File: src/rtl/alu_sequencer.sv
// -----------------------------------------------------------------------------
// alu_sequencer
//   Drives a combinational 8-bit ALU as a sequenced datapath. It accepts one
//   instruction at a time, presents operands and a one-hot function select,
//   samples the ALU result, writes it back into a 4-entry register file and
//   reports the write on the res_* port.
//
// Parameters
//   REG_COUNT  number of 8-bit registers (fixed at 4: indices are 2 bits)
//   EXEC_WAIT  cycles the ALU inputs are held before the result is sampled (>=1)
//
// Ports
//   clk, rst          clock (rising edge), asynchronous active-high reset
//   instr_valid/ready instruction handshake
//   opcode, rd, rs1, rs2, imm   instruction fields
//   alu_op1/op2/select          ALU drive; alu_result is its return path
//   res_valid/rd/data           one-cycle write-back report
//   busy                        high whenever the sequencer is not idle
//   flag_z, flag_n              zero / negative of the last write-back value
//                               (present only with ALU_SEQ_FLAGS_EN defined)
//
// Build option
//   ALU_SEQ_FLAGS_EN  adds flag_z / flag_n outputs and their registers.
//
// States
//   state  | meaning
//   IDLE   | ready for an instruction; operands captured on accept
//   EXEC   | ALU inputs held for EXEC_WAIT cycles, result sampled on the last
//   WB     | register write; res_valid pulses on the following cycle
// -----------------------------------------------------------------------------
module alu_sequencer #(
  parameter int REG_COUNT = 4,
  parameter int EXEC_WAIT = 1
) (
  input  logic       clk,
  input  logic       rst,
  input  logic       instr_valid,
  output logic       instr_ready,
  input  logic [2:0] opcode,
  input  logic [1:0] rd,
  input  logic [1:0] rs1,
  input  logic [1:0] rs2,
  input  logic [7:0] imm,
  output logic [7:0] alu_op1,
  output logic [7:0] alu_op2,
  output logic [7:0] alu_select,
  input  logic [7:0] alu_result,
  output logic       res_valid,
  output logic [1:0] res_rd,
  output logic [7:0] res_data,
  output logic       busy
`ifdef ALU_SEQ_FLAGS_EN
  ,
  output logic       flag_z,
  output logic       flag_n
`endif
);

  typedef enum logic [1:0] {
    S_IDLE = 2'd0,
    S_EXEC = 2'd1,
    S_WB   = 2'd2
  } state_e;

  typedef enum logic [2:0] {
    OP_ADD = 3'd0,
    OP_SUB = 3'd1,
    OP_INC = 3'd2,
    OP_DEC = 3'd3,
    OP_AND = 3'd4,
    OP_OR  = 3'd5,
    OP_NOT = 3'd6,
    OP_LDI = 3'd7
  } opcode_e;

  localparam int CNT_W = (EXEC_WAIT > 1) ? $clog2(EXEC_WAIT) : 1;
  localparam logic [CNT_W-1:0] CNT_LAST = CNT_W'(EXEC_WAIT - 1);

  state_e           state_q, state_d;
  logic [CNT_W-1:0] cnt_q, cnt_d;
  logic [2:0]       op_q, op_d;
  logic [1:0]       rd_q, rd_d;
  logic [7:0]       val_q, val_d;   // value to be written in WB
  logic [7:0]       op1_q, op1_d;
  logic [7:0]       op2_q, op2_d;
  logic [7:0]       regs_q [REG_COUNT];
  logic [7:0]       regs_d [REG_COUNT];
  logic             res_valid_q, res_valid_d;
  logic [1:0]       res_rd_q, res_rd_d;
  logic [7:0]       res_data_q, res_data_d;
  logic             wb_en;

  // Next-state and datapath
  always_comb begin
    state_d = state_q;
    cnt_d   = cnt_q;
    op_d    = op_q;
    rd_d    = rd_q;
    val_d   = val_q;
    op1_d   = op1_q;
    op2_d   = op2_q;
    wb_en   = 1'b0;

    case (state_q)
      S_IDLE: begin
        if (instr_valid) begin
          op_d  = opcode;
          rd_d  = rd;
          cnt_d = '0;
          if (opcode == OP_LDI) begin
            // LDI bypasses the ALU entirely; its inputs are parked at zero.
            val_d   = imm;
            op1_d   = 8'h00;
            op2_d   = 8'h00;
            state_d = S_WB;
          end else begin
            op1_d   = regs_q[rs1];
            op2_d   = regs_q[rs2];
            state_d = S_EXEC;
          end
        end
      end
      S_EXEC: begin
        if (cnt_q == CNT_LAST) begin
          val_d   = alu_result;
          state_d = S_WB;
        end else begin
          cnt_d = cnt_q + CNT_W'(1);
        end
      end
      S_WB: begin
        wb_en   = 1'b1;
        state_d = S_IDLE;
      end
      default: state_d = S_IDLE;
    endcase
  end

  // Register file write and write-back report
  always_comb begin
    for (int i = 0; i < REG_COUNT; i++) begin
      regs_d[i] = regs_q[i];
    end
    res_valid_d = wb_en;
    res_rd_d    = res_rd_q;
    res_data_d  = res_data_q;
    if (wb_en) begin
      regs_d[rd_q] = val_q;
      res_rd_d     = rd_q;
      res_data_d   = val_q;
    end
  end

  always_ff @(posedge clk or posedge rst) begin
    if (rst) begin
      state_q     <= S_IDLE;
      cnt_q       <= '0;
      op_q        <= 3'd0;
      rd_q        <= 2'd0;
      val_q       <= 8'h00;
      op1_q       <= 8'h00;
      op2_q       <= 8'h00;
      res_valid_q <= 1'b0;
      res_rd_q    <= 2'd0;
      res_data_q  <= 8'h00;
      for (int i = 0; i < REG_COUNT; i++) begin
        regs_q[i] <= 8'h00;
      end
    end else begin
      state_q     <= state_d;
      cnt_q       <= cnt_d;
      op_q        <= op_d;
      rd_q        <= rd_d;
      val_q       <= val_d;
      op1_q       <= op1_d;
      op2_q       <= op2_d;
      res_valid_q <= res_valid_d;
      res_rd_q    <= res_rd_d;
      res_data_q  <= res_data_d;
      for (int i = 0; i < REG_COUNT; i++) begin
        regs_q[i] <= regs_d[i];
      end
    end
  end

  // Select is only live while the ALU is being exercised, so it is zero in
  // IDLE, in WB and for LDI without needing its own register.
  always_comb begin
    alu_select = 8'h00;
    if (state_q == S_EXEC) begin
      case (op_q)
        OP_ADD:  alu_select = 8'h02;
        OP_SUB:  alu_select = 8'h04;
        OP_INC:  alu_select = 8'h08;
        OP_DEC:  alu_select = 8'h10;
        OP_AND:  alu_select = 8'h20;
        OP_OR:   alu_select = 8'h40;
        OP_NOT:  alu_select = 8'h80;
        default: alu_select = 8'h00;
      endcase
    end
  end

  assign instr_ready = (state_q == S_IDLE);
  assign busy        = (state_q != S_IDLE);
  assign alu_op1     = op1_q;
  assign alu_op2     = op2_q;
  assign res_valid   = res_valid_q;
  assign res_rd      = res_rd_q;
  assign res_data    = res_data_q;

`ifdef ALU_SEQ_FLAGS_EN
  logic flag_z_q, flag_z_d;
  logic flag_n_q, flag_n_d;

  always_comb begin
    flag_z_d = flag_z_q;
    flag_n_d = flag_n_q;
    if (wb_en) begin
      flag_z_d = (val_q == 8'h00);
      flag_n_d = val_q[7];
    end
  end

  always_ff @(posedge clk or posedge rst) begin
    if (rst) begin
      flag_z_q <= 1'b0;
      flag_n_q <= 1'b0;
    end else begin
      flag_z_q <= flag_z_d;
      flag_n_q <= flag_n_d;
    end
  end

  assign flag_z = flag_z_q;
  assign flag_n = flag_n_q;
`endif

endmodule
File: config.mk
export PLATFORM = sky130hd
export DESIGN_NAME = alu_sequencer
export DESIGN_NICKNAME = d
export VERILOG_FILES = /design/src/rtl/alu_sequencer.sv
export SDC_FILE = /design/constraint.sdc
export NUM_CORES = 1
export LEC_CHECK = 0
export CORE_ASPECT_RATIO = 1.2
export CORE_UTILIZATION = 45
export CTS_BUF_LIST = sky130_fd_sc_hd__clkbuf_8
export DETAILED_ROUTE_END_ITERATION = 10
export PLACE_DENSITY = 0.69
export SKIP_CTS_REPAIR_TIMING = 1
export SLEW_MARGIN = 0
export SYNTH_ARGS = -nofsm -noshare
export SYNTH_HDL_FRONTEND = slang
export SYNTH_SLANG_ARGS = --single-unit
File: constraint.sdc
create_clock -name clk -period 5 [get_ports clk]
set_input_delay 0.5 -clock clk [delete_from_list [all_inputs] [get_ports clk]]
set_output_delay 0.5 -clock clk [all_outputs]
set_load 0.05 [all_outputs]
==> flow_summary.toml, run 1 <==
[outcome]
status = "finished clean"

[global_route]
antenna_found_initial = 0
grt_pass1_wl_mm = 11.41
grt_usage_pct = 20.54
overflow = 0
grt_max_degree = 46
grt_pass1_vias = 2265

[floorplanning]
ios = 65
die_area_sq_um = 7739
die_h_microns = 96.17
dieWidth_microns = 80.48
initial_core_util_pct = 47.66
core_area_sq_um = 6978
rows = 33

[sta]
fin_tns_setup_ns = 0
fmax_mhz = 326.7
hold_viol_final = 0
finalSetupViolations = 0
min_period_ns = 3.061
rsz0062_at_grt = "false"
worst_pin_slew_ns = 0.8831
final.setup.worst_slack_ns = 1.939
maxSlewViolCount = 0
timing.hold.ws_ns = 0.4835
fin_crit_sh_pct = 61.22
fin_skew_ns = 0.01199
slew_headroom_pct = 41.13

[routing]
via_per_inst = 5.536
drt-wirelength-per-cell_microns = 17.83
first_pass_iters = 4
drc = 0
num_vias = 2159
ant_nets = 0
drt-total-wl_mm = 6.952
drtIter0Drc = 92

[cts]
clockBufferDepth = 2
cts_sinks = 74
root_buffer = "clkbuf_8"
cts_max_level = 3
clkTransAtPathRegs_ns = 0.09
cts_tree = "done"
numCtsBuffers = 9
clk_latency_ns = 0.35

[power]
powerDensity_nw_per_um2 = 656.8
p_int_mw = 1.695
ir_drop_mv = 0.3585
power_switching_mw = 1.076
seq_power_share_pct = 39.5
p_leak_nw = 1.723
pwr-share-clk_pct = 19.1
swShare_pct = 38.83
combPwrFrac_pct = 41.5

[flow_run]
drv_cap = 0

[synthesis]
synth_cells = 239
syn_avg_cell_area_sq_um = 13.92
ys_ff_latch = 74
seq_area_frac_synth_pct = 55.68
synth_warnings = 0
syn_nets = 267
netlist_area_sq_um = 3326
post_synth_num_cell_types = 29

[layout]
diodes = 0
num-nets-final = 326
drive_gt1_share_pct = 24.75
fillers = 591
syn2layout_area_growth_pct = 26.82

[worst_setup_path]
arrival_ns = 2.56
worst_setup_path_end_kind = "output pin"
crit_required_ns = 4.50
worstSetupPathType = "register to output pin"
r2r_slack_ns = 2.37
startpoint_type = "register"
cp_max_fo = 23

[placement]
io_buffers = 63
dp_slack_ns = 2.325
post-dp-hpwl_mm = 4.655
gp_congestion = 0.7239

[hold_path]
holdCritPathClass = "register to register"
## kinds of logic after synthesis
group | after synthesis | synth area share, %
compound gates | 34 | 9.330
buf+inv | 20 | 2.897
flops | 74 | 55.68
mux | 53 | 23.36
other cells | 1 | 0.1128
simple gates | 57 | 8.616
## flip-flops by register name (all words and copies together) (netlist names)
| signal | flops |
|---|---|
| res_data | 8 |
| res_valid | 1 |
| alu_op2 | 8 |
| regs_q | 32 |
| state_q | 2 |
| val_q | 8 |
| res_rd | 2 |
| alu_op1 | 8 |
| rd_q | 2 |
| op_q | 3 |
## layer usage
layer | up-vias | wire length [microns] | global-route usage (%)
met5 | - | 0 | 0
met3 | 9 | 373 | 5.308
li1 | 994 | - | -
met4 | 0 | 150 | 10.86
met2 | 61 | 3390 | 33.90
met1 | 1095 | 3039 | 24.64
## synthesized netlist by cell type (all sizes together)
master / count / area, sq um
a21oi: 1 / 8.760
mux4: 16 / 360.4
mux2: 37 / 416.7
or3b: 1 / 8.760
nand3b: 2 / 15.01
inv: 4 / 15.01
nand2b: 10 / 62.56
nor4b: 1 / 8.760
conb: 1 / 3.750
nand2: 30 / 112.6
nand3: 1 / 5.000
buf: 7 / 47.55
o31a: 8 / 70.07
nor3b: 1 / 12.51
nor4: 1 / 6.260
nor2: 3 / 11.26
or3: 1 / 6.260
a31oi: 1 / 21.27
a22o: 16 / 140.1
clkbuf: 9 / 33.78
nor3: 4 / 25.02
o22a: 8 / 70.07
dfrtp: 74 / 1852
or2: 1 / 6.260
nand4: 1 / 6.260
## per-stage QoR
step	power (mW)	instance area (sq um)	instances	util, %
finish	2.770	4218	390	60.44
floorplan	1.890	3326	239	-
global route	2.917	4218	390	60.44
detailed placement	2.260	3991	374	57.20
global placement	2.225	3991	374	57.20
CTS	2.790	4218	390	60.44
## area by class of cell
type | count | area [sq um] | area share [%]
Clock inverter | 6 | 88.84 | 2.106
Sequential cell | 74 | 1852 | 43.90
Inverter | 4 | 15.01 | 0.3560
Tap cell | 87 | 108.9 | 2.581
Clock buffer | 10 | 137.6 | 3.263
Timing Repair Buffer | 64 | 638.1 | 15.13
Multi-Input combinational cell | 145 | 1378 | 32.66
## cell usage in the layout (no fill, tap or decap), types with 8 or more instances in the layout
| cell type | synthesis | routed |
|---|---|---|
| dfrtp_1 | 74 | 74 |
| clkdlybuf4s50_1 | 0 | 63 |
| mux2_2 | 37 | 37 |
| nand2_1 | 30 | 30 |
| mux4_2 | 16 | 16 |
| a22o_1 | 16 | 16 |
| nand2b_1 | 10 | 10 |
| clkbuf_8 | 0 | 10 |
| o31a_1 | 8 | 8 |
| o22a_1 | 8 | 8 |
## critical path, cell delays in order (launching register included)
cell             delay, ns
dfrtp_1               0.75
inv_1                 0.14
or3_1                 0.35
nor3_1                0.14
clkdlybuf4s50_1       0.83
## power groups by stage
stage / Clock [mW] / Combinational, mW / Sequential, mW
2_1_floorplan: 0 / 0.477 / 1.41
3_3_place_gp: 0 / 1.14 / 1.08
6_report: 0.529 / 1.15 / 1.09
5_1_grt: 0.562 / 1.22 / 1.14
3_5_place_dp: 0 / 1.16 / 1.10
4_1_cts: 0.538 / 1.16 / 1.09
## path summary, 6_finish.rpt
path,from,end,cells past startpoint
max,state_q[0]$_DFFE_PP0P_,alu_select[1],4
min,res_data[1]$_DFFE_PP0P_,res_data[1]$_DFFE_PP0P_,2
max reg2reg,state_q[1]$_DFFE_PP0P_,regs_q[3]$_DFFE_PP0P_,4
min reg2reg,res_data[1]$_DFFE_PP0P_,res_data[1]$_DFFE_PP0P_,2
max in group asynchronous,rst,regs_q[6]$_DFFE_PP0P_,3
min in group asynchronous,rst,regs_q[25]$_DFFE_PP0P_,2
(Power assumes the default switching activity.)
==> run 2: changes to the inputs <==
Clock period 5 ns to 2.9 ns, I/O delays scaled along.
==> flow_summary.toml, run 2 (synthesis gave the netlist of run 1 again) <==
[global_route]
grt_max_degree = 47
antenna_found_initial = 0
grt_usage_pct = 20.25
overflow = 0
grt_pass1_vias = 2228
grt_pass1_wl_mm = 11.27

[cts]
clk_latency_ns = 0.34
numCtsBuffers = 9
cts_sinks = 74
cts_max_level = 3
clkTransAtPathRegs_ns = 0.08
cts_tree = "done"
clockBufferDepth = 2
root_buffer = "clkbuf_8"

[routing]
drt-wirelength-per-cell_microns = 17.35
drc = 0
first_pass_iters = 4
drt-total-wl_mm = 6.870
drtIter0Drc = 84
via_per_inst = 5.497
ant_nets = 0
num_vias = 2177

[worst_setup_path]
arrival_ns = 2.23
worst_setup_path_end_kind = "output pin"
cp_max_fo = 18
crit_required_ns = 2.61
worstSetupPathType = "register to output pin"
startpoint_type = "register"

[sta]
rsz0062_at_grt = "false"
fin_crit_sh_pct = 86.74
min_period_ns = 2.515
finalSetupViolations = 0
timing.hold.ws_ns = 0.3578
slew_headroom_pct = 56.48
worst_pin_slew_ns = 0.6508
fmax_mhz = 397.5
hold_viol_final = 0
fin_tns_setup_ns = 0
fin_skew_ns = 0.01012
maxSlewViolCount = 0

[layout]
diodes = 0
layout_commonest_cell = "dfrtp_1"
final_cell_count_no_fill = 396
most-common-layout-cells = "74 x dfrtp_1, 63 x clkdlybuf4s50_1, 37 x mux2_2"
largest_register_ffs = 32
drive_gt1_share_pct = 26.54
fillers = 581
num-nets-final = 332
syn2layout_area_growth_pct = 27.80
regMostFlops = "regs_q"

[outcome]
status = "finished clean"

[power]
power_switching_mw = 1.833
p_int_mw = 2.846
power.total_mw = 4.678
p_leak_nw = 1.742
pwr-share-clk_pct = 17.1
swShare_pct = 39.17
combPwrFrac_pct = 42.6
powerDensity_nw_per_um2 = 1101
seq_power_share_pct = 40.3
ir_drop_mv = 0.5419

[flow_run]
drv_cap = 0

[floorplanning]
die_area_sq_um = 7739
rows = 33
dieWidth_microns = 80.48
initial_core_util_pct = 47.66
core_area_sq_um = 6978
ios = 65
die_h_microns = 96.17

[placement]
post-dp-hpwl_mm = 4.779
io_buffers = 63
gp_congestion = 0.7372
dp_cells = 380

[hold_path]
holdCritPathClass = "input port to asynchronous set/reset pin"
-- run 2: cell types whose count changed in the layout (fill, tap and decap cells not counted) --
cell,before,now
clkinvlp_4,1,2
bufinv_16,2,1
buf_4,1,6
buf_12,0,1
inv_1,4,3
clkinv_2,0,2
inv_6,2,1
-- run 2: final timing paths --
path | start | end | slack [ns] | depth (start not counted)
setup / recovery | state_q[1]$_DFFE_PP0P_ | alu_select[7] | 0.38 | 3
hold / removal | rst | regs_q[24]$_DFFE_PP0P_ | 0.36 | 2
setup reg to reg | state_q[1]$_DFFE_PP0P_ | regs_q[3]$_DFFE_PP0P_ | 0.57 | 5
hold reg to reg | res_data[1]$_DFFE_PP0P_ | res_data[1]$_DFFE_PP0P_ | 0.48 | 2
max in group asynchronous | rst | regs_q[12]$_DFFE_PP0P_ | 1.88 | 3
min in group clk | res_data[1]$_DFFE_PP0P_ | res_data[1]$_DFFE_PP0P_ | 0.48 | 2
-- run 2: critical path, cell delays in order (launching register included) --
cell and delay [ns]:
dfrtp_1 0.59, nand2b_1 0.28, nor3_1 0.18, clkdlybuf4s50_1 0.83
-- run 2: cell type report --
class / instances / area, sq um / area share, %
clock buffers: 10 / 137.6 / 3.238
clock inverters: 6 / 63.81 / 1.501
inverters: 4 / 15.01 / 0.3533
multi-input cells: 145 / 1378 / 32.41
flip-flops and latches: 74 / 1852 / 43.57
well taps: 87 / 108.9 / 2.561
repair buffers: 70 / 695.7 / 16.37
-- run 2: through the flow --
step,instance area (sq um),utilization (%),worst slack (ns)
floorplan,3326,-,0.2019
global placement,4049,58.02,0.6130
detailed placement,4049,58.02,0.6316
CTS,4250,60.91,0.3668
global route,4250,60.91,0.2851
finish,4250,60.91,0.3846
-- run 2: routing by layer --
| metal | vias up | routed length, microns | GRT usage (%) |
|---|---|---|---|
| met3 | 10 | 311 | 4.076 |
| met1 | 1098 | 2945 | 24.44 |
| met2 | 64 | 3494 | 34.46 |
| li1 | 1005 | - | - |
| met5 | - | 0 | 0 |
| met4 | 0 | 119 | 9.970 |
-- run 2: power by group through the flow --
stage               combinational (mW)  sequential (mW)  clock [mW]
global route                      2.11             1.96       0.862
detailed placement                2.01             1.91           0
global placement                  1.98             1.89           0
finish                            1.99             1.89       0.800
floorplan                        0.823             2.44           0
CTS                               2.01             1.89       0.815
==> run 3: changes to the inputs <==
Settings changed: CTS_CLUSTER_DIAMETER set to 40, RECOVER_POWER set to 100.
==> flow_summary.toml, run 3 (synthesis gave the netlist of run 1 again) <==
[layout]
diodes = 0
largest_register_ffs = 32
regMostFlops = "regs_q"
fillers = 588
most-common-layout-cells = "74 x dfrtp_1, 38 x dlygate4sd3_1, 37 x mux2_2"
drive_gt1_share_pct = 23.95
num-nets-final = 332
layout_commonest_cell = "dfrtp_1"
syn2layout_area_growth_pct = 26.67

[power]
swShare_pct = 39.67
p_int_mw = 2.766
power_switching_mw = 1.819
powerDensity_nw_per_um2 = 1088
p_leak_nw = 1.782
ir_drop_mv = 0.5280
combPwrFrac_pct = 41.7
pwr-share-clk_pct = 17.4
seq_power_share_pct = 40.9

[worst_setup_path]
startpoint_type = "register"
max_stage_delay_ns = 0.89
worstSetupPathType = "register to output pin"
cp_cell_sequence = "nand2b_1 -> nor3_1 -> dlygate4sd3_1"
arrival_ns = 2.26
cp_slowest_cell = "dlygate4sd3_1"
worst_setup_path_end_kind = "output pin"
crit_required_ns = 2.61
cp_max_fo = 18

[sta]
slew_headroom_pct = 22.95
fin_tns_setup_ns = 0
fin_skew_ns = 0.009374
fmax_mhz = 391.5
hold_viol_final = 0
min_period_ns = 2.554
finalSetupViolations = 0
timing.hold.ws_ns = 0.4733
fin_crit_sh_pct = 88.08
rsz0062_at_grt = "false"
final.setup.worst_slack_ns = 0.3458
maxSlewViolCount = 0
worst_pin_slew_ns = 1.154

[routing]
via_per_inst = 5.477
ant_nets = 0
first_pass_iters = 4
num_vias = 2169
drc = 0
drt-total-wl_mm = 6.900
drt-wirelength-per-cell_microns = 17.42
drtIter0Drc = 106

[cts]
clkTransAtPathRegs_ns = 0.08
clockBufferDepth = 2
cts_max_level = 3
clk_latency_ns = 0.34
cts_tree = "done"
root_buffer = "clkbuf_8"
cts_sinks = 74
numCtsBuffers = 9

[global_route]
overflow = 0
grt_pass1_vias = 2228
grt_pass1_wl_mm = 11.27
grt_max_degree = 47
antenna_found_initial = 0
grt_usage_pct = 20.25

[floorplanning]
rows = 33
die_h_microns = 96.17
ios = 65
dieWidth_microns = 80.48
initial_core_util_pct = 47.66
die_area_sq_um = 7739
core_area_sq_um = 6978

[placement]
io_buffers = 63
gp_congestion = 0.7372
post-dp-hpwl_mm = 4.779
dp_slack_ns = 0.6316

[hold_path]
holdCritPathClass = "register to register"

[flow_run]
drv_cap = 0

[outcome]
status = "finished clean"
-- run 3: changes by cell type in the layout (fill, tap and decap cells not counted), sizes merged --
cell           before  now
buf                 7    3
clkbuf             10   14
dlygate4sd3         0   38
clkdlybuf4s50      63   25
-- run 3: worst paths after layout --
path | from | to | slack (ns) | depth (start not counted)
max | state_q[1]$_DFFE_PP0P_ | alu_select[7] | 0.35 | 3
min | res_data[1]$_DFFE_PP0P_ | res_data[1]$_DFFE_PP0P_ | 0.47 | 2
max reg2reg | state_q[0]$_DFFE_PP0P_ | regs_q[3]$_DFFE_PP0P_ | 0.60 | 6
min reg2reg | res_data[1]$_DFFE_PP0P_ | res_data[1]$_DFFE_PP0P_ | 0.47 | 2
max in group asynchronous | rst | regs_q[12]$_DFFE_PP0P_ | 1.39 | 3
min in group asynchronous | rst | regs_q[25]$_DFFE_PP0P_ | 0.69 | 2
-- run 3: area by class of cell --
cell class | count | area, sq um | share of cell area, %
clock buffers | 10 | 137.6 | 3.267
multi-input cells | 145 | 1355 | 32.17
inverters | 4 | 15.01 | 0.3564
clock inverters | 6 | 63.81 | 1.515
flip-flops and latches | 74 | 1852 | 43.96
well taps | 87 | 108.9 | 2.584
repair buffers | 70 | 680.7 | 16.16
-- run 3: per-layer routing --
layer  global-route usage (%)  wire [microns]  vias up
li1                         -               -     1002
met1                    24.44            2966     1095
met2                    34.46            3516       62
met3                    4.076             298       10
met4                    9.970             119        0
met5                        0               0        -
-- run 3: worst max-delay path: cells and delay by family, from the launching register on --
kind / cells / cell delay (ns)
AND/OR/NAND/NOR: 2 / 0.45
flip-flops: 1 / 0.58
buffers and inverters: 1 / 0.89
-- run 3: metrics by stage --
stage | instances | cell area, sq um | utilization (%) | power, mW
2_1_floorplan | 239 | 3326 | - | 3.259
3_3_place_gp | 380 | 4049 | 58.02 | 3.866
3_5_place_dp | 380 | 4049 | 58.02 | 3.918
4_1_cts | 396 | 4250 | 60.91 | 4.718
5_1_grt | 396 | 4213 | 60.37 | 4.840
6_report | 396 | 4213 | 60.37 | 4.585
-- run 3: power groups by stage --
stage	Combinational (mW)	Sequential (mW)	Clock [mW]
final	1.91	1.88	0.799
after global routing	2.03	1.95	0.862
after floorplan	0.823	2.44	0
after detailed placement	2.01	1.91	0
after global placement	1.98	1.89	0
after CTS	2.01	1.89	0.815
